<file path="config.mk">
export PLATFORM = sky130hd
export DESIGN_NAME = ser_rcv
export DESIGN_NICKNAME = d
export VERILOG_FILES = /design/src/rtl/ser_pkg.sv /design/src/rtl/ser_sync.sv /design/src/rtl/ser_rcv.sv
export SDC_FILE = /design/constraint.sdc
export NUM_CORES = 1
export LEC_CHECK = 0
export ABC_AREA = 1
export CAP_MARGIN = 20
export CELL_PAD_IN_SITES_DETAIL_PLACEMENT = 1
export CELL_PAD_IN_SITES_GLOBAL_PLACEMENT = 1
export CORE_MARGIN = 2
export CORE_UTILIZATION = 44
export CTS_CLUSTER_SIZE = 10
export DETAILED_ROUTE_END_ITERATION = 8
export PLACE_DENSITY = 0.74
export SETUP_SLACK_MARGIN = 0.4
export SYNTH_ARGS = -nofsm -noshare
export SYNTH_HDL_FRONTEND = slang
export SYNTH_HIERARCHICAL = 1
export SYNTH_SLANG_ARGS = --single-unit
</file>
<file path="constraint.sdc">
create_clock -name clk -period 2.35 [get_ports clk]
set_clock_uncertainty 0.15 [all_clocks]
set_input_delay 0.47 -clock clk [delete_from_list [all_inputs] [get_ports clk]]
set_output_delay 0.47 -clock clk [all_outputs]
set_load 0.005 [all_outputs]
</file>
<file path="src/rtl/ser_pkg.sv">
// -----------------------------------------------------------------------------
// ser_pkg -- shared definitions for the serial receiver (and future transmitter)
//
// Contents:
//   ser_state_e       receiver frame-sequencing states
//   PARITY_EVEN/ODD   parity-sense constants
//   expected_parity() parity bit a transmitter would append to a word
//
// Configuration macro: SER_RCV_PARITY_EN (adds the PARITY state).
// -----------------------------------------------------------------------------
package ser_pkg;

  typedef enum logic [2:0] {
    ST_IDLE,
    ST_START,
    ST_DATA,
`ifdef SER_RCV_PARITY_EN
    ST_PARITY,
`endif
    ST_STOP,
    ST_WAIT_IDLE
  } ser_state_e;

  localparam logic PARITY_EVEN = 1'b0;
  localparam logic PARITY_ODD  = 1'b1;

  // Unused upper bits must be zero; they do not disturb the XOR.
  function automatic logic expected_parity(input logic [8:0] data,
                                           input logic       odd);
    return (^data) ^ odd;
  endfunction

endpackage

</file>
<file path="src/rtl/ser_sync.sv">
// -----------------------------------------------------------------------------
// ser_sync -- two-flop synchronizer for an asynchronous single-bit input
//
// Parameters:
//   RESET_VAL  value both flops take during reset
// Ports:
//   clk    input   system clock
//   reset  input   synchronous, active-high reset
//   d_i    input   asynchronous input
//   q_o    output  synchronized output (two clocks of latency)
// -----------------------------------------------------------------------------
module ser_sync #(
  parameter logic RESET_VAL = 1'b1
) (
  input  logic clk,
  input  logic reset,
  input  logic d_i,
  output logic q_o
);

  logic meta_q;
  logic sync_q;

  // NOTE: non-blocking assignments let both flops sample their inputs on the
  // same edge, giving a true two-stage chain rather than a single wire.
  always_ff @(posedge clk) begin
    if (reset) begin
      meta_q <= RESET_VAL;
      sync_q <= RESET_VAL;
    end else begin
      meta_q <= d_i;
      sync_q <= meta_q;
    end
  end

  assign q_o = sync_q;

endmodule

</file>
<file path="src/rtl/ser_rcv.sv">
// -----------------------------------------------------------------------------
// ser_rcv -- asynchronous serial receiver with a one-word holding register
//
// Frame: start(0), DATA_BITS data LSB first, [parity], stop(1).
// Configuration macro: SER_RCV_PARITY_EN (expect a parity bit before stop).
//
// Parameters: CLK_HZ, BAUD (DIV = CLK_HZ/BAUD clocks per bit), DATA_BITS (5..9),
//             PARITY_ODD (0 even, 1 odd; only meaningful with parity built in)
// Ports:
//   clk        input   system clock
//   reset      input   synchronous, active-high reset
//   serial_in  input   asynchronous serial line, idle high
//   ready      input   consumer accepts the held word this cycle
//   valid      output  a received word is held in data_out
//   data_out   output  received word
//   frame_err  output  held word had stop bit 0
//   parity_err output  held word failed parity (0 without parity)
//   overrun    output  a frame was dropped since the last accept
// -----------------------------------------------------------------------------
module ser_rcv
  import ser_pkg::*;
#(
  parameter int CLK_HZ     = 50000000,
  parameter int BAUD       = 2000,
  parameter int DATA_BITS  = 8,
  parameter int PARITY_ODD = 0
) (
  input  logic                 clk,
  input  logic                 reset,
  input  logic                 serial_in,
  input  logic                 ready,
  output logic                 valid,
  output logic [DATA_BITS-1:0] data_out,
  output logic                 frame_err,
  output logic                 parity_err,
  output logic                 overrun
);

  localparam int DIV = CLK_HZ / BAUD;
  localparam int CW  = $clog2(DIV);
  localparam int BW  = $clog2(DATA_BITS);

  localparam logic [CW-1:0] CNT_HALF = CW'(DIV / 2 - 1);
  localparam logic [CW-1:0] CNT_FULL = CW'(DIV - 1);
  localparam logic [BW-1:0] BIT_LAST = BW'(DATA_BITS - 1);

  if (DIV < 4) begin : g_bad_div
    $error("ser_rcv: CLK_HZ/BAUD must be at least 4");
  end
  if (DATA_BITS < 5 || DATA_BITS > 9) begin : g_bad_bits
    $error("ser_rcv: DATA_BITS must be in 5..9");
  end
  if (PARITY_ODD != 0 && PARITY_ODD != 1) begin : g_bad_par
    $error("ser_rcv: PARITY_ODD must be 0 or 1");
  end

  logic line_s;

  ser_sync #(.RESET_VAL(1'b1)) u_sync (
    .clk   (clk),
    .reset (reset),
    .d_i   (serial_in),
    .q_o   (line_s)
  );

  ser_state_e           state_q, state_d;
  logic [CW-1:0]        cnt_q, cnt_d;
  logic [BW-1:0]        bit_q, bit_d;
  logic [DATA_BITS-1:0] shift_q, shift_d;
  logic                 frm_perr_q, frm_perr_d;
  logic                 done;
  logic                 tick;

  logic                 valid_q, valid_d;
  logic [DATA_BITS-1:0] data_q, data_d;
  logic                 ferr_q, ferr_d;
  logic                 perr_q, perr_d;
  logic                 ovr_q, ovr_d;

  assign tick = (cnt_q == '0);

  // NOTE: every signal gets its default before the case so no path leaves a
  // combinational output unassigned, which would infer a latch.
  always_comb begin
    state_d    = state_q;
    cnt_d      = cnt_q - CW'(1);
    bit_d      = bit_q;
    shift_d    = shift_q;
    frm_perr_d = frm_perr_q;
    done       = 1'b0;
    unique case (state_q)
      ST_IDLE: begin
        cnt_d = CNT_HALF;
        if (!line_s) state_d = ST_START;
      end
      ST_START: begin
        if (tick) begin
          // High at mid-start means a glitch: drop it silently.
          if (line_s) begin
            state_d = ST_IDLE;
          end else begin
            state_d = ST_DATA;
            cnt_d   = CNT_FULL;
            bit_d   = '0;
          end
        end
      end
      ST_DATA: begin
        if (tick) begin
          shift_d = {line_s, shift_q[DATA_BITS-1:1]};
          cnt_d   = CNT_FULL;
          if (bit_q == BIT_LAST) begin
`ifdef SER_RCV_PARITY_EN
            state_d = ST_PARITY;
`else
            state_d = ST_STOP;
`endif
          end else begin
            bit_d = bit_q + BW'(1);
          end
        end
      end
`ifdef SER_RCV_PARITY_EN
      ST_PARITY: begin
        if (tick) begin
          frm_perr_d = line_s != expected_parity(9'(shift_q), PARITY_ODD[0]);
          state_d    = ST_STOP;
          cnt_d      = CNT_FULL;
        end
      end
`endif
      ST_STOP: begin
        if (tick) begin
          done    = 1'b1;
          // A low stop bit may be a break; wait for the line to recover so the
          // long low level is not mistaken for another start bit.
          state_d = line_s ? ST_IDLE : ST_WAIT_IDLE;
        end
      end
      ST_WAIT_IDLE: begin
        if (line_s) state_d = ST_IDLE;
      end
      default: state_d = ST_IDLE;
    endcase
  end

  // Holding register: an accept frees the slot in the same cycle, so a frame
  // completing alongside an accept is loaded rather than dropped.
  always_comb begin
    valid_d = valid_q;
    data_d  = data_q;
    ferr_d  = ferr_q;
    perr_d  = perr_q;
    ovr_d   = ovr_q;
    if (valid_q && ready) begin
      valid_d = 1'b0;
      ovr_d   = 1'b0;
    end
    if (done) begin
      if (!valid_q || ready) begin
        valid_d = 1'b1;
        data_d  = shift_q;
        ferr_d  = ~line_s;
        perr_d  = frm_perr_q;
      end else begin
        ovr_d   = 1'b1;
      end
    end
  end

  always_ff @(posedge clk) begin
    if (reset) begin
      state_q    <= ST_IDLE;
      valid_q    <= 1'b0;
      ferr_q     <= 1'b0;
      perr_q     <= 1'b0;
      ovr_q      <= 1'b0;
      frm_perr_q <= 1'b0;
    end else begin
      state_q    <= state_d;
      valid_q    <= valid_d;
      ferr_q     <= ferr_d;
      perr_q     <= perr_d;
      ovr_q      <= ovr_d;
      frm_perr_q <= frm_perr_d;
    end
  end

  // NOTE: datapath registers carry no reset; the FSM and valid flag guarantee
  // they are written before anything downstream looks at them.
  always_ff @(posedge clk) begin
    cnt_q   <= cnt_d;
    bit_q   <= bit_d;
    shift_q <= shift_d;
    data_q  <= data_d;
  end

  assign valid      = valid_q;
  assign data_out   = data_q;
  assign frame_err  = ferr_q;
`ifdef SER_RCV_PARITY_EN
  assign parity_err = perr_q;
`else
  assign parity_err = 1'b0;
`endif
  assign overrun    = ovr_q;

endmodule

</file>
# Word-level counts from Yosys, hierarchy flattened
# Index checks and enable logic that the tools add are counted.
# totals
out_inout_bits,12
register_bits,42
wordCells,62
# op_classes
add_sub_neg,2
n_eq_ne,13
n_reduce_logical,10
muxes,26
n_bitwise,1
# op_table
cell,count
15-bit 2-to-1 mux,3
15-bit one-hot mux with 3 select lines,1
3-bit 2-to-1 mux,11
15-bit logical NOT,1
3-bit one-hot mux with 5 select lines,1
"15-bit by 1-bit subtractor with 15-bit output, second input constant",1
"2-bit != test, second input constant",7
1-bit 2-to-1 mux,8
"3-bit by 2-bit equality test with 1-bit output, second input constant",2
"3-bit equality test, second input constant",2
3-bit one-hot mux with 2 select lines,1
6-bit AND reduction,1
5-bit AND reduction,1
2-bit AND reduction,2
"3-bit by 1-bit adder with 3-bit output, second input constant",1
"3-bit by 1-bit equality test with 1-bit output, second input constant",1
3-bit logical NOT,1
2-bit 2-to-1 mux,1
"2-bit by 1-bit != test with 1-bit output, second input constant",1
2-bit nonzero test,1
1-bit logical AND,1
1-bit logical NOT,1
1-bit logical OR,1
1-bit inverter,1

# Depth between registers and ports, before layout
# Gate-level depths: netlist of the first run.
# depth
word_depth,4
depth_mapped,12
ltp_nobuf,12

# Modules after synthesis
# Netlist of the first run, hierarchy kept.
# modules_own_cells
module,area_each_um2,seq_area_each_um2,cells_per_inst,instances
ser_rcv,1833.0,991.0,194,1
ser_sync,58.8,40.0,7,1

# Worst setup path before layout of the first run
# OpenSTA, ideal clock, no wires.
# synth_timing
kind,register to register
from,register cnt_q[0]
to,register shift_q[0] (enable)
required_time_ps,1830
path_slack_ps,570
synth_period_minus_slack_ps,1780
path_stages_with_launch,9
t_arrival_ps,1260
cell_sequence,dfxtp_1 -> inv_1 -> ha_1 -> inv_1 -> nor2_1 -> nand2_1 -> nor2_4 -> nand2_4 -> nor2_1
# synth_between
elab_chain_len,2
# synth_rtl
element,line_no,rtl
start: declaration,ser_rcv.sv:67,"logic [CW-1:0] cnt_q, cnt_d;"
start signal: assignment,ser_rcv.sv:192,cnt_q <= cnt_d;
15-bit logical NOT,ser_rcv.sv:80,assign tick = (cnt_q == '0);
2-bit AND reduction (no source line),--,
end signal: assignment,ser_rcv.sv:194,shift_q <= shift_d;
end: declaration,ser_rcv.sv:69,"logic [DATA_BITS-1:0] shift_q, shift_d;"
# No other way between the ends.
# A chain may end at the register's enable or synchronous reset.

# Final worst setup path of the first run
# layout_timing
from,register cnt_q[1]
to,register bit_q[2] (enable)
# layout_between
elab_chain_len,3
elab_cells_between_ends,4
# layout_rtl
element,line_no,rtl
15-bit logical NOT (*),ser_rcv.sv:80,
2-bit != test (no source line),--,
5-bit AND reduction (no source line) (*),--,
end signal: assignment,ser_rcv.sv:193,bit_q <= bit_d;
end: declaration,ser_rcv.sv:68,"logic [BW-1:0] bit_q, bit_d;"
# Every way passes the cells marked *; elsewhere a longest branch is shown, timed or not.

==> impl_metrics.ini, run 1 <==
[cells_and_area]
nets = 229
drive_gt1_frac = 0.153
antenna_cells = 0
final_util = 0.543
syn2layout_area_growth_pct = 16.5

[routing]
route.met3.wl_um = 108
initialDrtViolationCount = 76
drcViolationCount = 0
drt-total-wl_mm = 4.15
m1WireLength_mm = 1.74
postRouteAntennaNets = 0
vias = 1369
wl_per_cell_um = 15.2
dr.pass1.iters = 4
highest_layer = met4
wl_met2_mm = 2.26
vias_per_cell = 5.03

[global_routing]
grt_pass1_wl_mm = 7.44
grt_overflow = 0
track_usage = 0.195
grt_max_degree = 14
first_global_vias = 1541
antenna_found_initial = 0

[power_and_ir_drop]
powerDensity_nw_per_um2 = 889
ir_drop_mv = 0.563
leakagePower_uw = 0.000910
total_power_uw = 1960

[worst_hold_path]
whs_endpoint = u_sync/q_o
hold_start = u_sync/meta_q
hold_depth = 2
holdCritPathClass = flip-flop to flip-flop

[logic_synthesis]
syn_inst = 201
syn_nets = 209
yosys_warnings = 6
ys_types = 30
synth_area_per_cell_um2 = 9.41
synth_area_leaders = edfxtp_1 (30%), dfxtp_1 (24%), nand2_1 (6.5%), inv_1 (6.0%), nor2_1 (4.6%)
synth_area_um2 = 1890
ys_seq_area_frac = 0.545
synth.top_cell.area_share = 0.302
synth_seq_cells = 42
yosys.area.top_type = edfxtp_1

[setup_path]
path_max_fanout = 6
crit_path_top_delay_cell = dfxtp_1
critPathRequiredTime_ns = 2.20
cpPeakStageDelay_ns = 0.31
reg2reg_slack_ns = 0.57
critical_path_class = flip-flop to flip-flop
cp.arrival_ns = 1.63
r2r-end = bit_q[2]
start_kind = flip-flop
path_cells = inv_1, ha_1, inv_1, nor2_1, nand2_1, nor2_4, nand2_4, inv_1, o21ai_0, a21oi_2
ff2ff_path_depth = 10
r2r-start = cnt_q[1]
timing.critical_path.mode_cell = inv_1
crit_path_end_kind = flip-flop

[floorplanning]
core-area_um2 = 4060
io_pins = 16
die_y_um = 69.6
die_w_um = 69.6
start_util = 0.466
rows = 23
dieArea_um2 = 4840

[clock_tree]
cts_root_buf = clkbuf_8
cts_tree = yes
clockBufferDepth = 2
clk_latency_ns = 0.30
cts_hold_buffers = 0
cts_setup_buffers = 0
h-tree-depth = 2
numCtsBuffers = 5
path_clk_slew_ns = 0.08
cts.sinks = 42

[placement]
place.gp.congestion = 0.793
hpwl_mm = 3.16
dp_slack_ns = 0.431
portBuffers = 14

[timing]
period_minus_slack_ns = 1.78
finalSetupTns_ns = 0
setup_slack_ns = 0.567
hold_ws_ns = 0.282
setup_violations = 0
finalHoldViolCount = 0
rsz0062_at_grt = false
slew_violations = 0
fmax_mhz = 561
min_period_over_period = 0.759

[run]
cap_violations = 0

[run_status]
outcome = finished, final reports clean
registers in the layout, summed over array words and instances (netlist names):
name / cells
bit_q: 3
cnt_q: 15
data_out: 8
frame_err: 1
overrun: 1
shift_q: 8
state_q: 3
u_sync/meta_q: 1
u_sync/q_o: 1
valid: 1
cells in the final DEF (no fill, tap or decap), drive strengths merged, types with 4 or more instances in the layout:
| master | Yosys | routed |
|---|---|---|
| edfxtp | 19 | 19 |
| nand2 | 38 | 38 |
| o21ai | 8 | 8 |
| dfxtp | 23 | 23 |
| a21oi | 5 | 5 |
| ha | 4 | 4 |
| nor2 | 33 | 33 |
| nand3 | 10 | 10 |
| xor2 | 7 | 7 |
| clkdlybuf4s50 | 0 | 14 |
| inv | 33 | 33 |
| clkbuf | 0 | 6 |
| nand4 | 5 | 5 |
worst max path at each step:
stage	start	depth (start not counted)	slack [ns]	to
floorplan	cnt_q[0]	8	0.57	shift_q[0]
global placement	ready	5	0.51	data_out[0]
detailed placement	ready	5	0.43	data_out[2]
CTS	cnt_q[0]	10	0.41	data_out[0]
global route	cnt_q[0]	10	0.40	bit_q[2]
finish	cnt_q[1]	10	0.57	bit_q[2]
stage by stage:
stage | instance area, um^2 | std cells
final | 2200 | 272
after global routing | 2200 | 272
after CTS | 2200 | 272
after detailed placement | 2090 | 264
after global placement | 2090 | 264
after floorplan | 1890 | 201
cell type report:
class / instances / area, um^2
Fill cell: 474 / 1850
Sequential cell: 42 / 1030
Multi-Input combinational cell: 124 / 728
Timing Repair Buffer: 15 / 148
Inverter: 33 / 124
Clock buffer: 6 / 72.6
Tap cell: 50 / 62.6
Clock inverter: 2 / 37.5
worst max-delay path: cells and delay by family, from the launching register on:
| kind | cells | cell delay [ns] |
|---|---|---|
| AO/OA/AOI/OAI | 2 | 0.30 |
| adder cells (fa/ha/maj) | 1 | 0.15 |
| buffers and inverters | 3 | 0.22 |
| flip-flops | 1 | 0.31 |
| AND/OR/NAND/NOR | 4 | 0.36 |
cell usage after synthesis:
| master | count |
|---|---|
| o21ai_2 | 1 |
| edfxtp_1 | 19 |
| nand3b_1 | 1 |
| nor2_2 | 4 |
| xor2_1 | 7 |
| nor2_4 | 6 |
| nor3_1 | 3 |
| o21a_1 | 2 |
| o21ai_0 | 4 |
| nand3_1 | 9 |
| xnor2_1 | 3 |
| inv_2 | 3 |
| nand2_4 | 2 |
| nor2_1 | 23 |
| inv_1 | 30 |
| dfxtp_1 | 23 |
| nand2_2 | 3 |
| a21oi_1 | 5 |
| ha_1 | 4 |
| o21ai_1 | 3 |
| nand4_1 | 5 |
| a211oi_2 | 1 |
| nor3b_1 | 1 |
| buf_2 | 1 |
| nand3_2 | 1 |
| buf_4 | 1 |
| o211ai_1 | 1 |
| a21boi_4 | 1 |
| conb_1 | 1 |
| nand2_1 | 33 |
power by group:
| part | switching [uW] | leakage (uW) | internal [uW] |
|---|---|---|---|
| combinational | 319 | 0.000500 | 168 |
| sequential | 82.3 | 0.000359 | 824 |
| clock | 250 | 0.0000514 | 317 |
kinds of logic after synthesis:
logic type | count (synthesis) | synth area share
adder cells (fa/ha/maj) | 4 | 0.0265
flip-flops | 42 | 0.545
AND/OR/NAND/NOR | 91 | 0.243
AO/OA/AOI/OAI | 18 | 0.0648
other | 1 | 0.00198
buffers and inverters | 35 | 0.0721
XOR/XNOR | 10 | 0.0463
what timing repair did:
action	4_1_cts	5_1_grt
resized for setup	0	4
setup endpoints to repair	0	11
hold endpoints to repair	0	0
routing by layer:
layer  vias up  track usage
met2        15        0.354
met3         3       0.0480
met1       671        0.230
met5         -            0
met4         0       0.0458
li1        680            -
(Power assumes the default switching activity.)
==> inputs of run 2 (changes only) <==
CORE_UTILIZATION = 39   (was 44)
PLACE_DENSITY = 0.69   (was 0.74)
clock period = 1.49 ns   (was 2.35 ns; I/O delays follow)
==> impl_metrics.ini, run 2 (synthesis results as in run 1) <==
[run_status]
outcome = complete, but fails checks
violations = setup timing

[timing]
fmax_mhz = 567
period_minus_slack_ns = 1.76
setup_violations = 40
slew_violations = 0
setup_slack_ns = -0.273
rsz0062_at_grt = true
finalSetupTns_ns = -8.64
finalHoldViolCount = 0
hold_ws_ns = 0.271
min_period_over_period = 1.18

[worst_hold_path]
hold_depth = 2
holdCritPathClass = flip-flop to flip-flop

[setup_path]
ff2ff_path_depth = 13
cpPeakStageDelay_ns = 0.35
cp.arrival_ns = 1.81
cp.depth = 13
critPathRequiredTime_ns = 1.53
crit_path_end_kind = flip-flop
start_kind = flip-flop
path_cells = inv_2, ha_4, inv_4, nor2_4, nand2_2, nor2_4, nand2_4, inv_4, buf_4, buf_4, buf_6, nand2_8, o21ai_2
path_max_fanout = 5
reg2reg_slack_ns = -0.27
crit_path_top_delay_cell = dfxtp_2
cp.buffers_inverters = 6
critical_path_class = flip-flop to flip-flop
path_delay_family = buffers and inverters

[global_routing]
grt_max_degree = 16
first_global_vias = 1768
grt_overflow = 0
antenna_found_initial = 0
track_usage = 0.220
grt_pass1_wl_mm = 8.78

[placement]
place.gp.congestion = 0.811
portBuffers = 14
hpwl_mm = 3.56

[cells_and_area]
layout_commonest_cell = buf_4
largest-register = cnt_q
final_util = 0.617
final_cell_mix = buf_4 (40), inv_1 (22), nand2_1 (19), edfxtp_1 (19)
largest_reg_flops = 15
drive_gt1_frac = 0.571
syn2layout_area_growth_pct = 53.1
fillCellCount = 526
nets = 280
antenna_cells = 0

[power_and_ir_drop]
leakagePower_uw = 0.00122
powerDensity_nw_per_um2 = 1340
ir_drop_mv = 1.02
total_power_uw = 3880

[clock_tree]
clockBufferDepth = 2
cts_hold_buffers = 0
numCtsBuffers = 5
h-tree-depth = 2
path_clk_slew_ns = 0.09
cts_tree = yes
cts.sinks = 42
cts_root_buf = clkbuf_8
clk_latency_ns = 0.30

[floorplanning]
die_w_um = 73.6
dieArea_um2 = 5420
die_y_um = 73.6
core-area_um2 = 4690
io_pins = 16
start_util = 0.403
rows = 25

[routing]
postRouteAntennaNets = 0
vias_per_cell = 4.99
drt-total-wl_mm = 5.82
dr.pass1.iters = 4
vias = 1631
initialDrtViolationCount = 55
drcViolationCount = 0
wl_per_cell_um = 17.8

[run]
cap_violations = 0
-- run 2: timing repair --
| item | 4_1_cts | 5_1_grt |
|---|---|---|
| gates resized for setup | 99 | 32 |
| endpoints found under the setup margin | 54 | 54 |
| hold endpoints to repair | 0 | 0 |
| cloned | 0 | 0 |
| pin swaps | 24 | 16 |
| setup buffers | 10 | 4 |
-- run 2: routing by layer --
layer | wire length, um | track usage | up-vias
met5 | 0 | 0 | -
met4 | 101 | 0.0545 | 0
met2 | 3250 | 0.411 | 24
li1 | - | - | 783
met1 | 2330 | 0.258 | 813
met3 | 137 | 0.0412 | 11
-- run 2: path summary, 6_finish.rpt --
path / startpoint / to
worst max-delay path: cnt_q[0] / cnt_q[2]
worst min-delay path: u_sync/meta_q / u_sync/q_o
worst max register to register: cnt_q[0] / cnt_q[2]
worst min register to register: u_sync/meta_q / u_sync/q_o
-- run 2: final cells by class --
cell class	instances	area (um^2)	area share
Sequential cell	42	1050	0.362
Multi-Input combinational cell	124	1010	0.350
Timing Repair Buffer	66	533	0.184
Inverter	33	139	0.0479
Clock buffer	5	68.8	0.0238
Tap cell	54	67.6	0.0233
Clock inverter	3	25.0	0.00864
-- run 2: tightest hold or removal path, cell delays in order (launching register included) --
cell,delay (ns)
dfxtp_1,0.32
inv_1,0.03
nand2_1,0.05
-- run 2: metrics by stage --
| step | setup WS [ns] | area, um^2 | instances |
|---|---|---|---|
| final | -0.273 | 2900 | 327 |
| after global routing | -0.337 | 2900 | 327 |
| after CTS | -0.176 | 2740 | 323 |
| after detailed placement | -0.239 | 2430 | 305 |
| after global placement | -0.182 | 2430 | 305 |
| after floorplan | -0.155 | 1950 | 201 |
-- run 2: power breakdown --
part           total, uW  internal [uW]  switching [uW]  leakage [uW]
Clock                792            339             453     0.0000447
Sequential          1430           1310             116      0.000363
Combinational       1660            708             951      0.000816
